`config.mk`:
```
export PLATFORM = sky130hd
export DESIGN_NAME = bcd_seg7_mux
export DESIGN_NICKNAME = d
export VERILOG_FILES = /design/src/rtl/bcd_seg7_mux.sv
export SDC_FILE = /design/constraint.sdc
export NUM_CORES = 1
export LEC_CHECK = 0
export CAP_MARGIN = 15
export CORE_MARGIN = 3
export CORE_UTILIZATION = 54
export CTS_CLUSTER_DIAMETER = 200
export DETAILED_ROUTE_END_ITERATION = 16
export GPL_TIMING_DRIVEN = 0
export HOLD_SLACK_MARGIN = 0.06
export PLACE_DENSITY = 0.79
export SLEW_MARGIN = 40
export SYNTH_ARGS = -nofsm -noshare
export SYNTH_HDL_FRONTEND = slang
export SYNTH_SLANG_ARGS = --single-unit
```
`constraint.sdc`:
```
create_clock -name clk_i -period 1.8 [get_ports clk_i]
set_input_delay 0.27 -clock clk_i [delete_from_list [all_inputs] [get_ports clk_i]]
set_output_delay 0.27 -clock clk_i [all_outputs]
set_load 0.005 [all_outputs]
```
`src/rtl/bcd_seg7_mux.sv`:
```
// Two-digit multiplexed 7-segment driver: captures a BCD tens/ones pair on
// valid_i and time-multiplexes it onto a shared segment bus with dead time.
module bcd_seg7_mux #(
  parameter int unsigned REFRESH_DIV = 1000,
  parameter int unsigned CNT_W       = 10,
  parameter bit          ACTIVE_LOW  = 1'b0
) (
  input  logic       clk_i,
  input  logic       rst_i,
  input  logic [3:0] tens_i,
  input  logic [3:0] ones_i,
  input  logic       valid_i,
  input  logic       blank_lz_i,
  output logic [6:0] seg_o,
  output logic [1:0] dig_o
);

  localparam logic [CNT_W-1:0] CNT_MAX = CNT_W'(REFRESH_DIV - 1);
  localparam logic [6:0]       SEG_POL = {7{ACTIVE_LOW}};
  localparam logic [1:0]       DIG_POL = {2{ACTIVE_LOW}};

  logic [3:0]       tens_q, tens_d;
  logic [3:0]       ones_q, ones_d;
  logic             have_q, have_d;
  logic [CNT_W-1:0] cnt_q, cnt_d;
  logic             sel_q, sel_d;
  logic [6:0]       seg_q, seg_d;
  logic [1:0]       dig_q, dig_d;

  // Active-high gfedcba decode; non-BCD codes show a dash.
  function automatic logic [6:0] decode(input logic [3:0] v);
    logic [6:0] s;
    case (v)
      4'd0:    s = 7'h3F;
      4'd1:    s = 7'h06;
      4'd2:    s = 7'h5B;
      4'd3:    s = 7'h4F;
      4'd4:    s = 7'h66;
      4'd5:    s = 7'h6D;
      4'd6:    s = 7'h7D;
      4'd7:    s = 7'h07;
      4'd8:    s = 7'h7F;
      4'd9:    s = 7'h6F;
      default: s = 7'h40;
    endcase
    return s;
  endfunction

  always_comb begin
    logic [6:0] seg_act;
    logic [1:0] dig_act;
    tens_d  = tens_q;
    ones_d  = ones_q;
    have_d  = have_q;
    cnt_d   = cnt_q + CNT_W'(1);
    sel_d   = sel_q;
    seg_act = 7'h00;
    dig_act = 2'b00;

    if (valid_i) begin
      tens_d = tens_i;
      ones_d = ones_i;
      have_d = 1'b1;
    end

    if (cnt_q == CNT_MAX) begin
      cnt_d = '0;
      sel_d = ~sel_q;
    end

    // Display content from current state; cnt==0 is the anti-ghosting gap.
    if (have_q) begin
      if (!sel_q) begin
        seg_act = decode(ones_q);
        dig_act = 2'b01;
      end else if (!(blank_lz_i && (tens_q == 4'd0))) begin
        seg_act = decode(tens_q);
        dig_act = 2'b10;
      end
      if (cnt_q == '0) dig_act = 2'b00;
    end

    seg_d = seg_act ^ SEG_POL;
    dig_d = dig_act ^ DIG_POL;
  end

  always_ff @(posedge clk_i or posedge rst_i) begin
    if (rst_i) begin
      tens_q <= 4'd0;
      ones_q <= 4'd0;
      have_q <= 1'b0;
      cnt_q  <= '0;
      sel_q  <= 1'b0;
      seg_q  <= SEG_POL;
      dig_q  <= DIG_POL;
    end else begin
      tens_q <= tens_d;
      ones_q <= ones_d;
      have_q <= have_d;
      cnt_q  <= cnt_d;
      sel_q  <= sel_d;
      seg_q  <= seg_d;
      dig_q  <= dig_d;
    end
  end

  assign seg_o = seg_q;
  assign dig_o = dig_q;

endmodule

```
# Word-level counts from Yosys, hierarchy flattened
# Memory sizes are Yosys's and may differ from the RTL's.
# Index checks and enable logic that the tools add are counted.
# word_totals
register_bits	29
mem_bits_ro	224
inputBits	12
out_inout_bits	9
wordCells	23
memories	2
# mem_list
memory	depth	word_bits	rd	rd_ports_with_merged_regs	wr	line_no	rtl
(no name shown)	16	7	1	0	0	33	case (v)
(no name shown)	16	7	1	0	0	33	
# classes
add_sub_neg	1
eq_ne	1
n_mux	8
bitwise	1
n_reduce_logical	3
# ops
operator	count
2-to-1 mux 7 bit	3
adder 10 x 1 -> 10 bit, second input constant	1
== test 10 bit, second input constant	1
zero test 10 bit	1
2-to-1 mux 10 bit	1
2-to-1 mux 2 bit	4
zero test 4 bit	1
logical AND 1 bit	1
NOT 1 bit	1

# Logic depth before layout (Yosys ltp)
# Gate-level depths: netlist of the first run.
# logic_depth
ltp_word	6
depth_mapped	6

# Worst setup path before layout of the first run
# OpenSTA, ideal clock, no wires.
# synth_path
kind	reg2reg
from	register tens_q[1]
to	register seg_q[5], in the netlist seg_o[5]
setup_ps	137
arrival_ps	1293
t_required_ps	1663
setup_slack_ps	371
stages_incl_launch_ff	7
path_buffers	0
cell_sequence	dfrtp_1 > inv_1 > ha_1 > nor2b_1 > nand2_1 > o211ai_1 > o22ai_1
# synth_via
elab_chain_cells	5
word_cells_on_any_way	6
# synth_lines
element	line_no	rtl
start, declared	22	logic [3:0] tens_q, tens_d;
start signal, assigned	97	tens_q <= tens_d;
parallel branches: the longest is 2 deep, another holds memory read (16 x 7 bit)	n/a	
2-to-1 mux 7 bit *	76	end else if (!(blank_lz_i && (tens_q == 4'd0))) begin
2-to-1 mux 7 bit *	73	if (!sel_q) begin
2-to-1 mux 7 bit *	72	if (have_q) begin
net seg_d[5]	27	logic [6:0] seg_q, seg_d;
end signal, assigned	102	seg_q <= seg_d;
end, declared	27	
# Mark *: on every way through the listed nets, which the timed path passes.
# A chain may end at the register's enable or synchronous reset.

# Final worst setup path of the first run
# layout_path
from	register tens_q[1]
to	register seg_q[2], in the netlist seg_o[2]
# Same word-level chain as after synthesis.

==> results of run 1 <==
layout by cell type, fill, tap and decap left out, types with 4 or more instances in the layout:
cell	instances
dfrtp_1	29
a21oi_1	11
o21ai_0	13
nor2_1	18
ha_1	12
xnor2_1	4
inv_1	13
nand2_1	14
a31oi_1	4
o22ai_1	7
clkbuf_4	5
clkdlybuf4s50_1	20
path summary, 6_finish.rpt:
kind | slack (ps) | to
setup / recovery | 230 | seg_o[2]$_DFF_PP0_
setup reg to reg | 230 | seg_o[2]$_DFF_PP0_
hold / removal | 320 | ones_q[2]$_DFFE_PP0P_
min in group clk_i | 510 | ones_q[1]$_DFFE_PP0P_
hold reg to reg | 510 | cnt_q[0]$_DFF_PP0_
max in group asynchronous | 1100 | ones_q[1]$_DFFE_PP0P_
metrics by stage:
stage | worst slack [ps] | utilization | hold slack [ps] | cell area, sq um
2_1_floorplan | 371 | - | 348 | 1540
3_3_place_gp | 219 | 0.685 | 498 | 1770
3_5_place_dp | 184 | 0.685 | 508 | 1770
4_1_cts | 172 | 0.712 | 335 | 1840
5_1_grt | 51.4 | 0.715 | 359 | 1850
6_report | 233 | 0.715 | 316 | 1850
final cells by class:
| cell class | count | area (sq um) | share of cell area |
|---|---|---|---|
| Buffer | 6 | 26.3 | 0.0142 |
| Clock buffer | 7 | 65.1 | 0.0351 |
| Clock inverter | 1 | 5.00 | 0.00270 |
| Inverter | 14 | 52.6 | 0.0284 |
| Multi-Input combinational cell | 112 | 733 | 0.396 |
| Sequential cell | 29 | 726 | 0.392 |
| Tap cell | 30 | 37.5 | 0.0203 |
| Timing Repair Buffer | 21 | 208 | 0.112 |
state kept, by name, summed over array words and instances, names as in the netlist:
| register | count |
|---|---|
| cnt_q | 10 |
| dig_o | 2 |
| have_q | 1 |
| ones_q | 4 |
| seg_o | 7 |
| sel_q | 1 |
| tens_q | 4 |
timing repair:
| item | CTS | global route |
|---|---|---|
| endpoints found under the hold margin | 0 | 0 |
| setup endpoints to repair | 0 | 5 |
| setup buffers | 0 | 1 |
| resized for setup | 0 | 1 |
per-layer routing:
metal	track usage	wire [microns]	vias up
li1	-	-	601
met1	0.266	1360	526
met4	0.104	27	0
met5	0	0	-
met2	0.292	1230	35
met3	0.0523	179	2
power by group through the flow:
stage          Sequential [mW]  Clock, mW  Combinational, mW
6_report                 0.714      0.445              0.248
5_1_grt                  0.719      0.493              0.282
4_1_cts                  0.713      0.459              0.249
3_5_place_dp             0.726          0              0.248
3_3_place_gp             0.723          0              0.238
2_1_floorplan            0.725          0              0.136
logic make-up (layout without fill, tap and decap cells):
group	Yosys count	in the layout
AO/OA/AOI/OAI	39	39
XOR/XNOR	7	7
adder cells (fa/ha/maj)	12	12
buffers and inverters	20	49
flip-flops	29	29
multiplexers	3	3
AND/OR/NAND/NOR	51	51
==> run summary, run 1 <==
setup_tns: 0 ps
Switch Pwr: 363 uW
vias per inst: 5.29
CP max FO: 5
Pint: 1.04 mW
vias in the first global route: 1090
pins over their slew limit: 0
CP cell instances: inv_1, ha_1, nor2b_2, nand2_1, o211ai_1, buf_4, o22ai_1
# DRC: 0
synth cell count leaders: dfrtp_1 (29), nor2_1 (18), inv_1 (14), nand2_1 (14), o21ai_0 (13)
fin cells: 220
combinational cell fraction of total power: 0.176
CP Buf/Inv Count: 2
final count of negative-setup-slack endpoints: 0
clk_skew: 5.62 ps
die width: 59.3 microns
Die Area: 3520 sq um
Yosys reg bits: 29
row count: 18
crit path launch: tens_q[1]$_DFFE_PP0P_
status: complete, no violations
max_slew headroom: 0.619
initial antenna violation count: 0
Static Leak: 0.864 nW
antenna fix cells: 0
Layout Nets: 213
fmax: 638 MHz
die height: 59.3 microns
top-area cell type share of the netlist area: 0.473
Tmin final: 1570 ps
DP HPWL: 2130 microns
Worst-path clk slew: 90 ps
syn_nets: 185
EDFF count, synth: 0
Synth Area in Simple Gates: 0.174
Worst R2R Start: tens_q[1]$_DFFE_PP0P_
IO Port Bufs: 20
CP delay by family, top: flip-flops
CTS HTree Levels: 2
sequential element share of the synthesized area: 0.473
Clock Power Share: 0.316
Max-Cap Viols: 0
RSZ-0062 raised after global routing: false
final hold violations: 0
CP required: 1990 ps
most frequent cell after synthesis: dfrtp_1
Distinct cells, synth: 32
routed wire length: 2790 microns
share of post-route cells with drive strength above 1: 0.116
grt ovf: 0
CP Data Arrival Time: 1760 ps
drt first pass iters: 4
max incr delay on CP: 430 ps
CTS tree: done
first-pass GRT wire length: 5080 microns
CTS Sinks: 29
Tcrit/Tclk final: 0.870
Worst-Skew Late Latency: 320 ps
Post-Synth Adder-Cell Area: 0.0978
Vias: 1164
Synth Area in Compound Gates: 0.143
Tot GR Track Use: 0.198
Synth area leader: dfrtp_1
placed insts: 211
post-synthesis xor/xnor area fraction: 0.0399
largest family of logic cells by synthesized area: simple AND/OR/NAND/NOR gates
Synth area leaders: dfrtp_1 (47%), ha_1 (9.8%), nor2_1 (4.4%), o21ai_0 (4.2%), a21oi_1 (3.6%)
VDD IR max: 0.616 mV
gpl congestion: 0.815
Hold Path Class: input port to async pin
Hold-fix buffers, CTS: 0
main flop type after synthesis: dfrtp_1
synthesized instance count: 161
critical path depth in cells: 7
Async SR Flop Fraction: 1.00
fraction of synthesized area in multiplexers: 0.0204
CTS root buffer: clkbuf_4
Yosys warning count: 0
Power Density: 759 nW/um^2
sequential share of power: 0.507
1st-iter DRT viols: 47
Num CTS Buffers: 5
Synth Cell Area: 1540 sq um
Sw Ratio: 0.258
Detail Route Antenna Nets: 0
synthesis-to-finish area growth: 20.7%
fill count: 189
largest net degree at the start of global routing: 30
Worst R2R Path Depth: 7
Critical Path End Type: flip-flop
Post-Syn Area per Cell: 9.54 sq um
Clock Path Buffers: 2
core area: 2590 sq um
I/O pin count: 21
kind of critical path: flip-flop to flip-flop
Startpoint Class: flip-flop
Initial Utilization: 0.593
Least-Margin Pin Slew: 571 ps
total power: 1.41 mW
Wirelength per Cell: 12.7 microns
Critical-path top delay cell: dfrtp_1
No activity file was read; power rests on OpenSTA's default activity.
==> inputs of run 2 (changes only) <==
Settings changed: ABC_CLOCK_PERIOD_IN_PS from default to 1800, MAX_ROUTING_LAYER from default to met4.
==> run 2 against run 1 <==
Net effect:
- first-iteration DRC count unchanged
- sequential power hardly changed
- setup slack is essentially flat
- combinational power barely moved
- clock skew is essentially flat
- critical path depth unchanged
- utilization unchanged
- final cell count stayed put
==> run summary, run 2 (synthesis results as in run 1) <==
Wirelength per Cell: 12.7 microns (unchanged)
Worst R2R Start: tens_q[1]$_DFFE_PP0P_
CTS HTree Levels: 2 (unchanged)
CP max FO: 5 (unchanged)
Die Area: 3520 sq um (unchanged)
Critical Path End Type: flip-flop
initial antenna violation count: 0 (unchanged)
routed wire length: 2790 microns (unchanged)
kind of critical path: flip-flop to flip-flop
synthesis-to-finish area growth: 20.7% (unchanged)
flop2flop setup slack: 230 ps (about the same)
clk_skew: 5.64 ps (+0.0199 ps)
Max-Cap Viols: 0 (unchanged)
Hold-fix buffers, CTS: 0 (unchanged)
vias in the first global route: 1091 (+0.092%)
CTS tree: done
Hold Path Class: input port to async pin
die width: 59.3 microns (unchanged)
Tmin final: 1570 ps (-0.211 ps)
RSZ-0062 raised after global routing: false
IO Port Bufs: 20 (unchanged)
Vias: 1164 (unchanged)
DP HPWL: 2130 microns (unchanged)
grt ovf: 0 (unchanged)
share of post-route cells with drive strength above 1: 0.116 (unchanged)
max reg flops: 10 (unchanged)
first-pass GRT wire length: 5070 microns (-0.14%)
drt first pass iters: 4 (unchanged)
Tcrit/Tclk final: 0.870 (about the same)
Worst R2R End: seg_o[2]$_DFF_PP0_
# DRC: 0 (unchanged)
final count of negative-setup-slack endpoints: 0 (unchanged)
status: complete, no violations
setup_tns: 0 ps (unchanged)
Worst-path clk slew: 90 ps (about the same)
antenna fix cells: 0 (unchanged)
Detail Route Antenna Nets: 0 (unchanged)
Worst-Skew Late Latency: 320 ps (about the same)
max_slew headroom: 0.619 (about the same)
CP required: 1990 ps (about the same)
final hold violations: 0 (unchanged)
most frequent cells in the layout: dfrtp_1 (29), clkdlybuf4s50_1 (20), nor2_1 (18)
die height: 59.3 microns (unchanged)
Power Density: 759 nW/um^2 (about the same)
largest net degree at the start of global routing: 30 (unchanged)
1st-iter DRT viols: 47 (unchanged)
commonest non-fill, non-tap cell in the layout: dfrtp_1
Startpoint Class: flip-flop
Worst R2R Path Depth: 7 (unchanged)
row count: 18 (unchanged)
CTS root buffer: clkbuf_4
Static Leak: 0.864 nW (unchanged)
CTS Sinks: 29 (unchanged)
Layout Utilization: 0.715 (unchanged)
gpl congestion: 0.827 (+1.5%)
Tot GR Track Use: 0.204 (+0.00589)
VDD IR max: 0.616 mV (about the same)
largest register by flop count: cnt_q
Num CTS Buffers: 5 (unchanged)
Least-Margin Pin Slew: 571 ps (+0.00495 ps)
Layout Nets: 213 (unchanged)
fmax: 638 MHz (about the same)
CP Data Arrival Time: 1760 ps (about the same)
Initial Utilization: 0.593 (unchanged)
vias per inst: 5.29 (unchanged)
Clock Path Buffers: 2 (unchanged)
core area: 2590 sq um (unchanged)
I/O pin count: 21 (unchanged)
pins over their slew limit: 0 (unchanged)
==> run 2: cell counts in the layout (fill, tap and decap cells not counted) <==
Identical to the previous run, type by type.
==> run 2: stage by stage <==
step | power [mW] | area [sq um] | setup slack [ps] | std cells | hold WS (ps)
2_1_floorplan | 0.861 | 1540 | 371 | 161 | 348
3_3_place_gp | 0.962 | 1770 | 219 | 211 | 498
3_5_place_dp | 0.974 | 1770 | 184 | 211 | 508
4_1_cts | 1.42 | 1840 | 172 | 219 | 335
5_1_grt | 1.49 | 1850 | 51.4 | 220 | 359
6_report | 1.41 | 1850 | 234 | 220 | 316
==> run 2: layout make-up <==
type / count / area [sq um]
Fill cell: 189 / 737
Multi-Input combinational cell: 112 / 733
Sequential cell: 29 / 726
Timing Repair Buffer: 21 / 208
Clock buffer: 7 / 65.1
Inverter: 14 / 52.6
Tap cell: 30 / 37.5
Buffer: 6 / 26.3
Clock inverter: 1 / 5.00
==> run 2: per-layer routing <==
metal / share of wire / GRT usage
met1: 0.49 / 0.266
met2: 0.44 / 0.292
met3: 0.064 / 0.0523
met4: 0.0097 / 0.104
met5: 0 / -
==> run 2: where the power goes <==
part           switching (mW)  internal (mW)  total (mW)
clock                   0.219          0.226       0.445
sequential             0.0226          0.691       0.714
combinational           0.122          0.126       0.248
total                   0.363           1.04        1.41
==> run 2: what timing repair did <==
action | CTS | global route
hold endpoints to repair | 0 | 0
endpoints found under the setup margin | 0 | 5
buffers inserted | 0 | 1
resized for setup | 0 | 1
==> run 2: how the worst max path moves through the flow <==
stage | from | end | slack (ps) | cells past startpoint
2_1_floorplan | tens_q[1]$_DFFE_PP0P_ | seg_o[5]$_DFF_PP0_ | 370 | 6
3_3_place_gp | tens_q[1]$_DFFE_PP0P_ | seg_o[2]$_DFF_PP0_ | 220 | 6
3_5_place_dp | tens_q[1]$_DFFE_PP0P_ | seg_o[2]$_DFF_PP0_ | 180 | 6
4_1_cts | tens_q[1]$_DFFE_PP0P_ | seg_o[2]$_DFF_PP0_ | 170 | 6
5_1_grt | tens_q[1]$_DFFE_PP0P_ | seg_o[2]$_DFF_PP0_ | 50 | 7
6_report | tens_q[1]$_DFFE_PP0P_ | seg_o[2]$_DFF_PP0_ | 230 | 7
==> run 2: worst max-delay path, cell delays in order (launching register included) <==
cell and delay, ps:
dfrtp_1 430, inv_1 140, ha_1 180, nor2b_2 150
nand2_1 80, o211ai_1 210, buf_4 160, o22ai_1 90
==> inputs of run 3 (changes only) <==
Settings changed: GPL_TIMING_DRIVEN 0 to 1, RECOVER_POWER from default to 100.
==> run 3 against run 2 <==
Net effect:
- sequential share of layout area is 0.67 points higher
- die area unchanged
- count of clock-buffer cells in the layout stayed put
- worst hold slack better by 190 ps
==> run summary, run 3 (synthesis results as in run 1) <==
status: complete, no violations
RSZ-0062 raised after global routing: false
Startpoint Class: flip-flop
1st-iter DRT viols: 55 (+17%)
Clock Path Buffers: 2 (unchanged)
VDD IR max: 0.979 mV (+59%)
CP Buf/Inv Count: 1 (-1)
WL met2: 1340 microns (+8.9%)
max reg flops: 10 (unchanged)
antenna fix cells: 0 (unchanged)
share of post-route cells with drive strength above 1: 0.0757 (-0.0401)
Initial Utilization: 0.593 (unchanged)
critical path depth in cells: 6 (-1)
final hold violations: 0 (unchanged)
Worst R2R Path Depth: 6 (-1)
Critical-path top delay cell: dfrtp_1
IO Port Bufs: 20 (unchanged)
initial antenna violation count: 0 (unchanged)
Least-Margin Pin Slew: 692 ps (+121 ps)
DR top layer: met4
# DRC: 0 (unchanged)
post-cts gate resize count: 0 (unchanged)
DP HPWL: 2330 microns (+9.4%)
first-pass GRT wire length: 5330 microns (+5.0%)
kind of critical path: flip-flop to flip-flop
commonest non-fill, non-tap cell in the layout: dfrtp_1
routed wire length: 3000 microns (+7.4%)
die height: 59.3 microns (unchanged)
pins over their slew limit: 0 (unchanged)
Layout Utilization: 0.703 (-0.0121)
Tot GR Track Use: 0.211 (+0.00762)
CP required: 2000 ps (about the same)
vias per inst: 5.41 (+2.2%)
CP Data Arrival Time: 1800 ps (+40 ps)
Power Density: 821 nW/um^2 (+8.2%)
clk_skew: 8.34 ps (+2.70 ps)
setup_tns: 0 ps (unchanged)
most frequent cells in the layout: dfrtp_1 (29), nor2_1 (18), inv_1 (14), nand2_1 (14), o21ai_0 (13)
vias in the first global route: 1157 (+6.0%)
largest register by flop count: cnt_q
I/O pin count: 21 (unchanged)
M1 wire length: 1460 microns (+7.4%)
CP cell instances: inv_1, ha_1, nor2b_1, nand2_1, o211ai_1, o22ai_1
cell depth of the worst hold path: 3
metal3 WL: 143 microns (-21%)
Vias: 1163 (-0.086%)
CTS HTree Levels: 2 (unchanged)
CP max FO: 5 (unchanged)
Layout Nets: 208 (-2.3%)
synthesis-to-finish area growth: 18.7%
grt ovf: 0 (unchanged)
fmax: 626 MHz (-2.0%)
Num CTS Buffers: 5 (unchanged)
Detail Route Antenna Nets: 0 (unchanged)
Worst-path clk slew: 90 ps (about the same)
Tmin final: 1600 ps (+31.7 ps)
Critical Path End Type: flip-flop
Static Leak: 0.828 nW (-4.1%)
CTS Sinks: 29 (unchanged)
Hold-fix buffers, CTS: 0 (unchanged)
CTS root buffer: clkbuf_4
core area: 2590 sq um (unchanged)
Hold Path Class: input port to flip-flop
Wirelength per Cell: 13.9 microns (+9.9%)
drt first pass iters: 4 (unchanged)
Worst-Skew Late Latency: 330 ps (about the same)
die width: 59.3 microns (unchanged)
setup bufs post-CTS: 0 (unchanged)
CTS tree: done
largest net degree at the start of global routing: 30 (unchanged)
Die Area: 3520 sq um (unchanged)
CP delay by family, top: compound AO/OA/AOI/OAI gates
Tcrit/Tclk final: 0.888 (+0.0176)
Max-Cap Viols: 0 (unchanged)
row count: 18 (unchanged)
final count of negative-setup-slack endpoints: 0 (unchanged)
max incr delay on CP: 420 ps (about the same)
max_slew headroom: 0.538 (-0.0804)
gpl congestion: 0.817 (-1.2%)
-- run 3: final timing paths --
path                                    endpoint  slack, ps                   from
setup / recovery              seg_o[5]$_DFF_PP0_        200  tens_q[1]$_DFFE_PP0P_
hold / removal             tens_q[3]$_DFFE_PP0P_        500              tens_i[3]
setup reg to reg              seg_o[5]$_DFF_PP0_        200  tens_q[1]$_DFFE_PP0P_
hold reg to reg               cnt_q[0]$_DFF_PP0_        520     cnt_q[0]$_DFF_PP0_
max in group asynchronous  ones_q[0]$_DFFE_PP0P_        790                  rst_i
min in group asynchronous     seg_o[1]$_DFF_PP0_        560                  rst_i
-- run 3: cell type report --
class                   instances  area [sq um]
multi-input cells             112           712
well taps                      30          37.5
repair buffers                 22           209
clock inverters                 1          30.0
flip-flops and latches         29           726
clock buffers                   7          55.1
fillers                       198           768
inverters                      14          52.6
-- run 3: where the power goes --
part           switching [mW]  internal (mW)
Sequential             0.0361          0.691
Combinational           0.111          0.112
Clock                   0.214          0.331
Total                   0.361           1.13
-- run 3: metal layers --
metal / up-vias / GRT usage
met2: 30 / 0.321
met1: 535 / 0.272
met5: - / -
li1: 590 / -
met4: 0 / 0.0777
met3: 8 / 0.0545
-- run 3: worst register-to-register path, cell delays in order (launching register included) --
cell and delay (ps):
dfrtp_1 420, inv_1 130, ha_1 180, nor2b_1 160
nand2_1 90, o211ai_1 340, o22ai_1 160
-- run 3: through the flow --
stage | instances | instance area (sq um) | power, mW | worst slack, ps | hold slack, ps
after floorplan | 161 | 1540 | 0.861 | 371 | 348
after global placement | 207 | 1760 | 0.959 | 301 | 501
after detailed placement | 207 | 1760 | 0.976 | 216 | 503
after CTS | 215 | 1850 | 1.52 | 198 | 309
after global routing | 215 | 1820 | 1.57 | 40.7 | 513
final | 215 | 1820 | 1.50 | 202 | 505
